<file path="src/rtl/instr_chain_encoder.sv">
// Serialises one high-level chain request into a V_RD..END_CHAIN stream of
// 24-bit {opcode, op1, op2} instructions for the decoder, with valid/ready on both sides.
//
// state   | meaning
// --------+---------------------------------------------
// S_IDLE  | waiting for a request, req_ready=1
// S_VRD   | presenting V_RD {vec_mem_id, vrf_rd_addr}
// S_MRD   | presenting M_RD {mat_mem_id, mrf_rd_addr}
// S_MVMUL | presenting MV_MUL
// S_ELT   | presenting VV_ADD/VV_MUL/VV_SUB (skipped if none)
// S_ACT   | presenting V_RELU/V_SIGM/V_TANH (skipped if none)
// S_VWR   | presenting V_WR {out_mem_id, vrf_wr_addr}
// S_END   | presenting END_CHAIN
module instr_chain_encoder #(
  parameter int OPCODE_WIDTH = 4,
  parameter int VRF_AWIDTH   = 10,
  parameter int MRF_AWIDTH   = 10,
  parameter int MEM_ID_WIDTH = 4,
  parameter int INSTR_WIDTH  = OPCODE_WIDTH + 2*VRF_AWIDTH
) (
  input  logic                    clk,
  input  logic                    resetn,
  input  logic                    req_valid,
  output logic                    req_ready,
  input  logic [MEM_ID_WIDTH-1:0] req_vec_mem_id,
  input  logic [VRF_AWIDTH-1:0]   req_vrf_rd_addr,
  input  logic [MEM_ID_WIDTH-1:0] req_mat_mem_id,
  input  logic [MRF_AWIDTH-1:0]   req_mrf_rd_addr,
  input  logic [1:0]              req_eltwise,
  input  logic [1:0]              req_act,
  input  logic [MEM_ID_WIDTH-1:0] req_out_mem_id,
  input  logic [VRF_AWIDTH-1:0]   req_vrf_wr_addr,
  output logic                    instr_valid,
  input  logic                    instr_ready,
  output logic [INSTR_WIDTH-1:0]  instruction,
  output logic                    busy,
  output logic                    chain_done,
  output logic [15:0]             issued_count
);

  localparam logic [OPCODE_WIDTH-1:0] OP_V_RD      = 4'd0;
  localparam logic [OPCODE_WIDTH-1:0] OP_V_WR      = 4'd1;
  localparam logic [OPCODE_WIDTH-1:0] OP_M_RD      = 4'd2;
  localparam logic [OPCODE_WIDTH-1:0] OP_MV_MUL    = 4'd4;
  localparam logic [OPCODE_WIDTH-1:0] OP_VV_ADD    = 4'd5;
  localparam logic [OPCODE_WIDTH-1:0] OP_VV_SUB    = 4'd6;
  localparam logic [OPCODE_WIDTH-1:0] OP_VV_MUL    = 4'd8;
  localparam logic [OPCODE_WIDTH-1:0] OP_V_RELU    = 4'd9;
  localparam logic [OPCODE_WIDTH-1:0] OP_V_SIGM    = 4'd10;
  localparam logic [OPCODE_WIDTH-1:0] OP_V_TANH    = 4'd11;
  localparam logic [OPCODE_WIDTH-1:0] OP_END_CHAIN = 4'd12;

  typedef enum logic [2:0] {
    S_IDLE, S_VRD, S_MRD, S_MVMUL, S_ELT, S_ACT, S_VWR, S_END
  } state_t;

  state_t state, nxt_state;
  logic [INSTR_WIDTH-1:0]  nxt_word;
  logic [MEM_ID_WIDTH-1:0] mat_mem_id_q, out_mem_id_q;
  logic [MRF_AWIDTH-1:0]   mrf_rd_addr_q;
  logic [VRF_AWIDTH-1:0]   vrf_wr_addr_q;
  logic [1:0]              eltwise_q, act_q;

  // op1 carries the mem id zero-extended to the VRF address width
  function automatic logic [INSTR_WIDTH-1:0] pack(input logic [OPCODE_WIDTH-1:0] opc,
                                                  input logic [MEM_ID_WIDTH-1:0] id,
                                                  input logic [VRF_AWIDTH-1:0]   addr);
    return {opc, {(VRF_AWIDTH-MEM_ID_WIDTH){1'b0}}, id, addr};
  endfunction

  function automatic logic [OPCODE_WIDTH-1:0] elt_op(input logic [1:0] sel);
    case (sel)
      2'b01:   return OP_VV_ADD;
      2'b10:   return OP_VV_MUL;
      default: return OP_VV_SUB;
    endcase
  endfunction

  function automatic logic [OPCODE_WIDTH-1:0] act_op(input logic [1:0] sel);
    case (sel)
      2'b01:   return OP_V_RELU;
      2'b10:   return OP_V_SIGM;
      default: return OP_V_TANH;
    endcase
  endfunction

  assign req_ready = (state == S_IDLE);
  assign busy      = (state != S_IDLE);

  // Word to present after a handshake in the current state
  always_comb begin
    nxt_state = S_END;
    nxt_word  = pack(OP_END_CHAIN, '0, '0);
    case (state)
      S_VRD: begin
        nxt_state = S_MRD;
        nxt_word  = pack(OP_M_RD, mat_mem_id_q, mrf_rd_addr_q);
      end
      S_MRD: begin
        nxt_state = S_MVMUL;
        nxt_word  = pack(OP_MV_MUL, '0, '0);
      end
      S_MVMUL: begin
        if (eltwise_q != 2'b00) begin
          nxt_state = S_ELT;
          nxt_word  = pack(elt_op(eltwise_q), '0, '0);
        end else if (act_q != 2'b00) begin
          nxt_state = S_ACT;
          nxt_word  = pack(act_op(act_q), '0, '0);
        end else begin
          nxt_state = S_VWR;
          nxt_word  = pack(OP_V_WR, out_mem_id_q, vrf_wr_addr_q);
        end
      end
      S_ELT: begin
        if (act_q != 2'b00) begin
          nxt_state = S_ACT;
          nxt_word  = pack(act_op(act_q), '0, '0);
        end else begin
          nxt_state = S_VWR;
          nxt_word  = pack(OP_V_WR, out_mem_id_q, vrf_wr_addr_q);
        end
      end
      S_ACT: begin
        nxt_state = S_VWR;
        nxt_word  = pack(OP_V_WR, out_mem_id_q, vrf_wr_addr_q);
      end
      default: begin
        nxt_state = S_END;
        nxt_word  = pack(OP_END_CHAIN, '0, '0);
      end
    endcase
  end

  always_ff @(posedge clk or negedge resetn) begin
    if (!resetn) begin
      state         <= S_IDLE;
      instr_valid   <= 1'b0;
      instruction   <= '0;
      chain_done    <= 1'b0;
      issued_count  <= '0;
      mat_mem_id_q  <= '0;
      mrf_rd_addr_q <= '0;
      eltwise_q     <= '0;
      act_q         <= '0;
      out_mem_id_q  <= '0;
      vrf_wr_addr_q <= '0;
    end else begin
      chain_done <= 1'b0;
      if (state == S_IDLE) begin
        if (req_valid) begin
          // V_RD fields go straight into the instruction register
          mat_mem_id_q  <= req_mat_mem_id;
          mrf_rd_addr_q <= req_mrf_rd_addr;
          eltwise_q     <= req_eltwise;
          act_q         <= req_act;
          out_mem_id_q  <= req_out_mem_id;
          vrf_wr_addr_q <= req_vrf_wr_addr;
          state         <= S_VRD;
          instr_valid   <= 1'b1;
          instruction   <= pack(OP_V_RD, req_vec_mem_id, req_vrf_rd_addr);
        end
      end else if (instr_valid && instr_ready) begin
        issued_count <= issued_count + 16'd1;
        if (state == S_END) begin
          state       <= S_IDLE;
          instr_valid <= 1'b0;
          instruction <= '0;
          chain_done  <= 1'b1;
        end else begin
          state       <= nxt_state;
          instruction <= nxt_word;
        end
      end
    end
  end

endmodule

</file>
<file path="config.mk">
export PLATFORM = sky130hd
export DESIGN_NAME = instr_chain_encoder
export DESIGN_NICKNAME = d
export VERILOG_FILES = /design/src/rtl/instr_chain_encoder.sv
export SDC_FILE = /design/constraint.sdc
export NUM_CORES = 1
export LEC_CHECK = 0
export CAP_MARGIN = 20
export CELL_PAD_IN_SITES_DETAIL_PLACEMENT = 0
export CELL_PAD_IN_SITES_GLOBAL_PLACEMENT = 1
export CORE_ASPECT_RATIO = 1.4
export CORE_MARGIN = 2
export CORE_UTILIZATION = 40
export CTS_CLUSTER_DIAMETER = 100
export DETAILED_ROUTE_END_ITERATION = 6
export GPL_ROUTABILITY_DRIVEN = 0
export PLACE_DENSITY_LB_ADDON = 0.1
export REMOVE_ABC_BUFFERS = 1
export SLEW_MARGIN = 20
export SYNTH_ARGS = -nofsm -noshare
export SYNTH_HDL_FRONTEND = slang
export SYNTH_SLANG_ARGS = --single-unit
</file>
<file path="constraint.sdc">
create_clock -name clk -period 5.9 [get_ports clk]
set_clock_uncertainty 0.2 [all_clocks]
set_input_delay 1.18 -clock clk [delete_from_list [all_inputs] [get_ports clk]]
set_output_delay 1.18 -clock clk [all_outputs]
set_load 0.05 [all_outputs]
</file>
### Word-level counts from Yosys, hierarchy flattened

Index checks and enable logic that the tools add are counted.
Widths: inputs -> output; s select.

| storage, ports and cells | value |
|---|---|
| register bits | 77 |
| output and inout port bits | 44 |
| word-level logic and storage cells | 58 |

| cells by class | value |
|---|---|
| add/sub/neg operators | 1 |
| equal/unequal tests | 11 |
| muxes and demuxes | 23 |
| bitwise operators | 1 |
| reduce and logical (&&, ||, !) cells | 11 |

Operators by type and width:

| kind | number |
|---|---|
| $mux 24 | 6 |
| $pmux 24 s5 | 1 |
| $add 16x1->16 const B | 1 |
| $pmux 3 s5 | 1 |
| $mux 3 | 4 |
| $eq 3x3->1 const B | 3 |
| $pmux 4 s2 | 1 |
| $reduce_bool 2->1 | 4 |
| $mux 1 | 7 |
| $eq 3x2->1 const B | 2 |
| $reduce_and 2->1 | 3 |
| $eq 2x1->1 const B | 2 |
| $eq 2x2->1 const B | 2 |
| $mux 2 | 2 |
| $pmux 2 s2 | 1 |
| $eq 3x1->1 const B | 1 |
| $logic_not 3->1 | 1 |
| $reduce_and 3->1 | 1 |
| $reduce_bool 3->1 | 1 |
| $ne 2x2->1 const B | 1 |
| $logic_and 1x1->1 | 1 |
| $not 1->1 | 1 |

### Longest topological paths before layout

Gate-level depths: netlist of the first run.

| depth | value |
|---|---|
| word-level depth | 8 |
| gate-level depth with buffers | 8 |
| depth with buffers taken out | 6 |

### Least setup slack after synthesis of the first run

OpenSTA, ideal clock, no wires.

| timing | value |
|---|---|
| kind | register to output |
| start | register state[0] |
| end | output port req_ready |
| arrival | 1.878 ns |
| setup slack | 2.642 ns |
| cell stages (with the launch flop) | 6 |
| cell sequence | dfrtp_1 -> buf_2 -> nor2_1 -> nand2_1 -> inv_2 -> buf_1 |

| on the way | value |
|---|---|
| word-level cells in the longest chain between the ends | 1 |

Ends and longest elaborated chain:

| what | RTL line | RTL |
|---|---|---|
| from (decl) | 57 | `state_t state, nxt_state;` |
| from (signal assigned) | 171 | `state <= nxt_state;` |
| $logic_not 3->1 | 87 | `assign req_ready = (state == S_IDLE);` |
| to (decl) | 24 | `output logic req_ready,` |

Every way passes these cells.

### Final worst setup path of the first run

| timing | value |
|---|---|
| start | register state[2] |
| end | output port req_ready |

Same word-level chain as after synthesis.

==> run metrics, run 1 <==
Leak Pwr=2.15 nW; CTS tree=done; Worst-Margin Slew=1.03 ns; post-route ant nets=0; final hold viol count=0; top-count cell post-synth=dfrtp_1; Area Overhead vs Synth=33.4%; Mapped Cells=309; PD cells=252 mW/mm²; Core ar.=0.00861 mm²; Die Ht=116 µm; synth top area cells=dfrtp_1 50%, mux2_4 13%, a22oi_1 3.0%; Starting Density=41.4%; clk sinks=71; design area=0.00475 mm²; Post-synth EDFFs=0; drt first-iter violations=224; Inst Count DP=482; layout cells sized above 1=15.3%; routed len/inst=16.6 µm; crit end category=primary output; fin crit period=3.97 ns; DRT Pass-1 Iters=5; CTS Buf Count=9; Residual DRC=0; Vias=2666; Main synth FF type=dfrtp_1; DP Area=0.00442 mm²; worst hold path type=register to register; area share of the largest cell type after synthesis=49.9%; site row count=40; post-synthesis sequential area ratio=49.9%; port bufs=87; # Max-Cap Violations=0; Tcrit/Tclk final=67.3%; max-slew violations=0; Synth Cell Area=0.00356 mm²; final cell count without fillers=498; Top Ports=94; crit-path max FO=25; Yosys reg bits=71; VDD IR-drop max=0.000181 V; setup repair after global routing missed its margin=false; vias per inst=5.35; Yosys top cell by area=dfrtp_1; synth cell count leaders=71 x dfrtp_1, 30 x mux2_4, 23 x nor2_1; Setup CP Type=register to primary output; Post-Syn Area per Cell=11.5 µm²; final setup vio count=0; overall power=1.20 mW; final setup TNS=0 ns; global-route wire length before repair=13.8 mm; YS warnings=0; Fmax=252 MHz; Clk pin slew, worst setup/hold paths=0.06 ns; hold_buf cts=0; clock tree buffer depth=2; Antenna Cells=0; status=complete, no violations; Layout Utilization=55.2%; CTS-repair resized insts=0; grt total ovfl=0; Detailed Route WL=8.25 mm; Worst Path Required=4.52 ns; Clock H-tree levels=3; Die Area=0.00969 mm²; All-Layer GR Usage=18.1%; data arrival time of the worst path=2.59 ns; initial antenna violation count=0; Final HPWL DP=5.63 mm; Worst slew margin=30.7%; Post-CTS Repair Setup Buffers=0; Worst-Skew Late Latency=0.33 ns; Distinct cells, synth=51; CP startpoint kind=register; Final nets=443; reg-to-reg slack, setup=3.27 ns; asr flop ratio synth=100%; Die X=83.8 µm; vias in the first global route=2748; largest net degree at the start of global routing=72; Root Driver=clkbuf_16
layout by cell type, fill, tap and decap left out, drive strengths merged, types with 2 or more instances in the layout:
cell	n
clkdlybuf4s50	86
dfrtp	71
mux2	32
nor2	23
nand2	22
a21oi	20
a22oi	14
o22ai	14
clkbuf	12
xnor2	10
o21ai	10
inv	9
nand3	7
conb	6
xor2	5
ha	5
nand2b	4
nor3	4
a31oi	3
nor4	2
nand4	2
o21a	2
o311a	2
nand3b	2
a22o	2
a21o	2
o311ai	2
registers in the layout, indices dropped and copies added, names as in the netlist:
name,count
instr_valid,1
vrf_wr_addr_q,10
act_q,2
mat_mem_id_q,4
issued_count,16
state,3
mrf_rd_addr_q,10
eltwise_q,2
out_mem_id_q,4
instruction,18
chain_done,1
power by group:
part           leakage [nW]  total (mW)  internal (mW)  switching (mW)
Sequential            0.920       0.515          0.503          0.0118
Combinational          1.08       0.113         0.0587          0.0546
Clock                 0.155       0.570          0.363           0.207
Total                  2.15        1.20          0.925           0.273
routing by layer:
metal | vias to the layer above | part of all wire [%] | track usage (%)
li1 | 1263 | - | -
met1 | 1294 | 43 | 22.6
met2 | 98 | 49 | 29.9
met5 | - | 0 | 0
met3 | 11 | 5.4 | 4.99
met4 | 0 | 2.0 | 7.53
final timing paths:
check / to / depth (start not counted) / from
min reg2reg: issued_count[15]$_DFFE_PN0P_ / 1 / issued_count[15]$_DFFE_PN0P_
min in group asynchronous: instr_valid$_DFFE_PN0P_ / 1 / resetn
max reg2reg: instruction[9]$_DFFE_PN0P_ / 5 / state[1]$_DFFE_PN0P_
max in group asynchronous: mrf_rd_addr_q[7]$_DFFE_PN0P_ / 1 / resetn
min: issued_count[15]$_DFFE_PN0P_ / 1 / issued_count[15]$_DFFE_PN0P_
max: req_ready / 4 / state[2]$_DFFE_PN0P_
logic make-up after synthesis:
| kind of cell | share of synthesized area (%) |
|---|---|
| compound gates | 16.1 |
| simple gates | 9.76 |
| flops | 49.9 |
| mux | 13.3 |
| buf+inv | 5.44 |
| xor+xnor | 3.69 |
| fa+ha+maj | 1.76 |
| other cells | 0.105 |
layout make-up:
type	count	area, µm²
well taps	105	131
flip-flops and latches	71	1780
clock inverters	4	51.3
inverters	8	30.0
fillers	745	3860
multi-input cells	211	1630
repair buffers	87	868
clock buffers	12	267
worst max-delay path: stages (launching register included):
cell             delay, ns
dfrtp_1               0.65
nor2_1                0.29
nand2_1               0.13
inv_2                 0.31
clkdlybuf4s50_1       0.88
through the flow:
step	worst slack [ns]	hold WS (ns)
2_1_floorplan	2.89	0.282
3_3_place_gp	2.33	0.261
3_5_place_dp	2.27	0.264
4_1_cts	1.92	0.274
5_1_grt	1.76	0.290
6_report	1.93	0.266
(Power assumes the default switching activity.)
==> run 2: changes to the inputs <==
--- a/config.mk
+++ b/config.mk
@@ -10,7 +10,7 @@
 export CELL_PAD_IN_SITES_GLOBAL_PLACEMENT = 1
 export CORE_ASPECT_RATIO = 1.4
 export CORE_MARGIN = 2
-export CORE_UTILIZATION = 40
+export CORE_UTILIZATION = 34
 export CTS_CLUSTER_DIAMETER = 100
 export DETAILED_ROUTE_END_ITERATION = 6
 export GPL_ROUTABILITY_DRIVEN = 0
==> constraint.sdc (replaced) <==
create_clock -name clk -period 3.4 [get_ports clk]
set_clock_uncertainty 0.2 [all_clocks]
set_input_delay 0.68 -clock clk [delete_from_list [all_inputs] [get_ports clk]]
set_output_delay 0.68 -clock clk [all_outputs]
set_load 0.05 [all_outputs]
==> run metrics, run 2 (same netlist as run 1, synthesis figures left out) <==
status=complete, no violations (unchanged); Final HPWL DP=5.99 mm (was 5.63 mm); global-route wire length before repair=14.4 mm (was 13.8 mm); CTS Buf Count=9 (unchanged); layout cells sized above 1=17.6% (was 15.3%); final setup TNS=0 ns (unchanged); Antenna Cells=0 (unchanged); Setup CP Type=register to primary output (unchanged); crit-path max FO=11 (was 25); Post-CTS Repair Setup Buffers=0 (unchanged); Core ar.=0.0103 mm² (was 0.00861 mm²); final hold viol count=0 (unchanged); Multi-input gate area=0.00162 mm² (was 0.00163 mm²); Final nets=453 (was 443); commonest non-fill, non-tap cell in the layout=clkdlybuf4s50_1 (unchanged); Worst slew margin=39.1% (was 30.7%); site row count=44 (was 40); Leak Pwr=2.20 nW (was 2.15 nW); grt total ovfl=0 (unchanged); fin crit period=2.91 ns; fillers=996 (was 745); setup repair after global routing missed its margin=false (unchanged); drt first-iter violations=90 (was 224); overall power=2.00 mW (was 1.20 mW); Top Ports=94 (unchanged); Vias=2714 (was 2666); Layout Utilization=46.9% (was 55.2%); Worst Path Required=2.52 ns (was 4.52 ns); VDD IR-drop max=0.000326 V (was 0.000181 V); max-slew violations=0 (unchanged); CP startpoint kind=register (unchanged); data arrival time of the worst path=2.03 ns (was 2.59 ns); max FFs per register=18 (unchanged); Tcrit/Tclk final=85.5%; # Max-Cap Violations=0 (unchanged); Top Registers=instruction (18), issued_count (16) (unchanged); internal power=1.53 mW (was 0.925 mW); hold_buf cts=0 (unchanged); PD cells=414 mW/mm² (was 252 mW/mm²); final setup vio count=0 (unchanged); worst hold path type=register to register (unchanged); switching share of power=23.5% (was 22.8%); commonest non-fill, non-tap cells in the layout=85 x clkdlybuf4s50_1, 71 x dfrtp_1, 30 x mux2_4 (was 86 x clkdlybuf4s50_1, 71 x dfrtp_1, 30 x mux2_4); post-route ant nets=0 (unchanged); crit end category=primary output (unchanged); routed len/inst=16.1 µm (was 16.6 µm); Clock Power Share=45.6% (was 47.5%); vias per inst=5.02 (was 5.35); Fmax=344 MHz; Psw=0.469 mW (was 0.273 mW); Reg power frac=44.7% (was 43.0%); Area Overhead vs Synth=35.6% (was 33.4%); vias in the first global route=2734 (was 2748); Detailed Route WL=8.72 mm (was 8.25 mm); initial antenna violation count=0 (unchanged); clock tree buffer depth=2 (unchanged); Die X=90.5 µm (was 83.8 µm); Clk pin slew, worst setup/hold paths=0.05 ns (was 0.06 ns); Final Worst Setup Slack=0.492 ns (was 1.93 ns); clk sinks=71 (unchanged); largest net degree at the start of global routing=72 (unchanged); Combinational Power Share=9.8% (was 9.5%); Root Driver=clkbuf_16 (unchanged); Die Ht=125 µm (was 116 µm); Worst-Margin Slew=0.913 ns (was 1.03 ns); Residual DRC=0 (unchanged); register area=0.00178 mm² (unchanged); Biggest register=instruction (unchanged); CTS tree=done (unchanged); All-Layer GR Usage=16.2% (was 18.1%); port bufs=87 (unchanged); Die Area=0.0113 mm² (was 0.00969 mm²); Starting Density=34.6% (was 41.4%); CTS-repair resized insts=0 (unchanged); DRT Pass-1 Iters=4 (was 5); Post-Place Worst Slack=0.572 ns (was 2.27 ns); Clock H-tree levels=3 (unchanged); Worst-Skew Late Latency=0.33 ns (about the same)
-- run 2: cell count changes in the layout (fill, tap and decap cells not counted) --
cell / previous run / this run
clkinv_2: 1 / 2
buf_4: 1 / 12
o32ai_4: 1 / 0
clkinv_4: 0 / 1
o32ai_2: 0 / 1
clkinvlp_4: 1 / 0
clkdlybuf4s50_1: 86 / 85
bufinv_16: 1 / 0
-- run 2: worst paths after layout --
path,startpoint,end,depth (start not counted),slack (ns)
max in group asynchronous,resetn,instruction[2]$_DFFE_PN0P_,1,2.12
max reg2reg,state[2]$_DFFE_PN0P_,instruction[10]$_DFFE_PN0P_,6,0.99
min in group asynchronous,resetn,vrf_wr_addr_q[9]$_DFFE_PN0P_,1,0.28
min,issued_count[15]$_DFFE_PN0P_,issued_count[15]$_DFFE_PN0P_,1,0.27
min reg2reg,issued_count[15]$_DFFE_PN0P_,issued_count[15]$_DFFE_PN0P_,1,0.27
max,state[2]$_DFFE_PN0P_,busy,3,0.49
-- run 2: worst max-delay path: stages, from the launching register on --
cell	delay (ns)
dfrtp_1	0.57
nor2_1	0.14
nand2_1	0.16
clkdlybuf4s50_1	0.83
-- run 2: power by group through the flow --
stage / sequential (mW) / clock, mW / combinational [mW]
2_1_floorplan: 0.933 / 0 / 0.0662
3_3_place_gp: 0.907 / 0 / 0.197
3_5_place_dp: 0.906 / 0 / 0.199
4_1_cts: 0.892 / 0.939 / 0.199
5_1_grt: 0.896 / 0.980 / 0.211
6_report: 0.892 / 0.911 / 0.195
-- run 2: routing by layer --
metal / wire length, µm / share of wire [%] / GRT usage (%) / up-vias
met4: 142 / 1.6 / 5.70 / 0
met5: 0 / 0 / 0 / -
met1: 3880 / 45 / 21.0 / 1334
met3: 459 / 5.3 / 4.46 / 10
li1: - / - / - / 1284
met2: 4230 / 49 / 26.2 / 86
-- run 2: layout make-up --
cell class / instances / share of cell area [%]
clock buffers: 12 / 5.52
clock inverters: 4 / 0.570
inverters: 8 / 0.622
multi-input cells: 211 / 33.4
flip-flops and latches: 71 / 36.8
well taps: 138 / 3.58
repair buffers: 97 / 19.5
-- run 2: through the flow --
stage               instances  area (µm²)  hold slack, ns
detailed placement        525        4540           0.267
global placement          525        4540           0.262
floorplan                 290        3420           0.184
global route              541        4830           0.283
CTS                       541        4830           0.274
finish                    541        4830           0.267
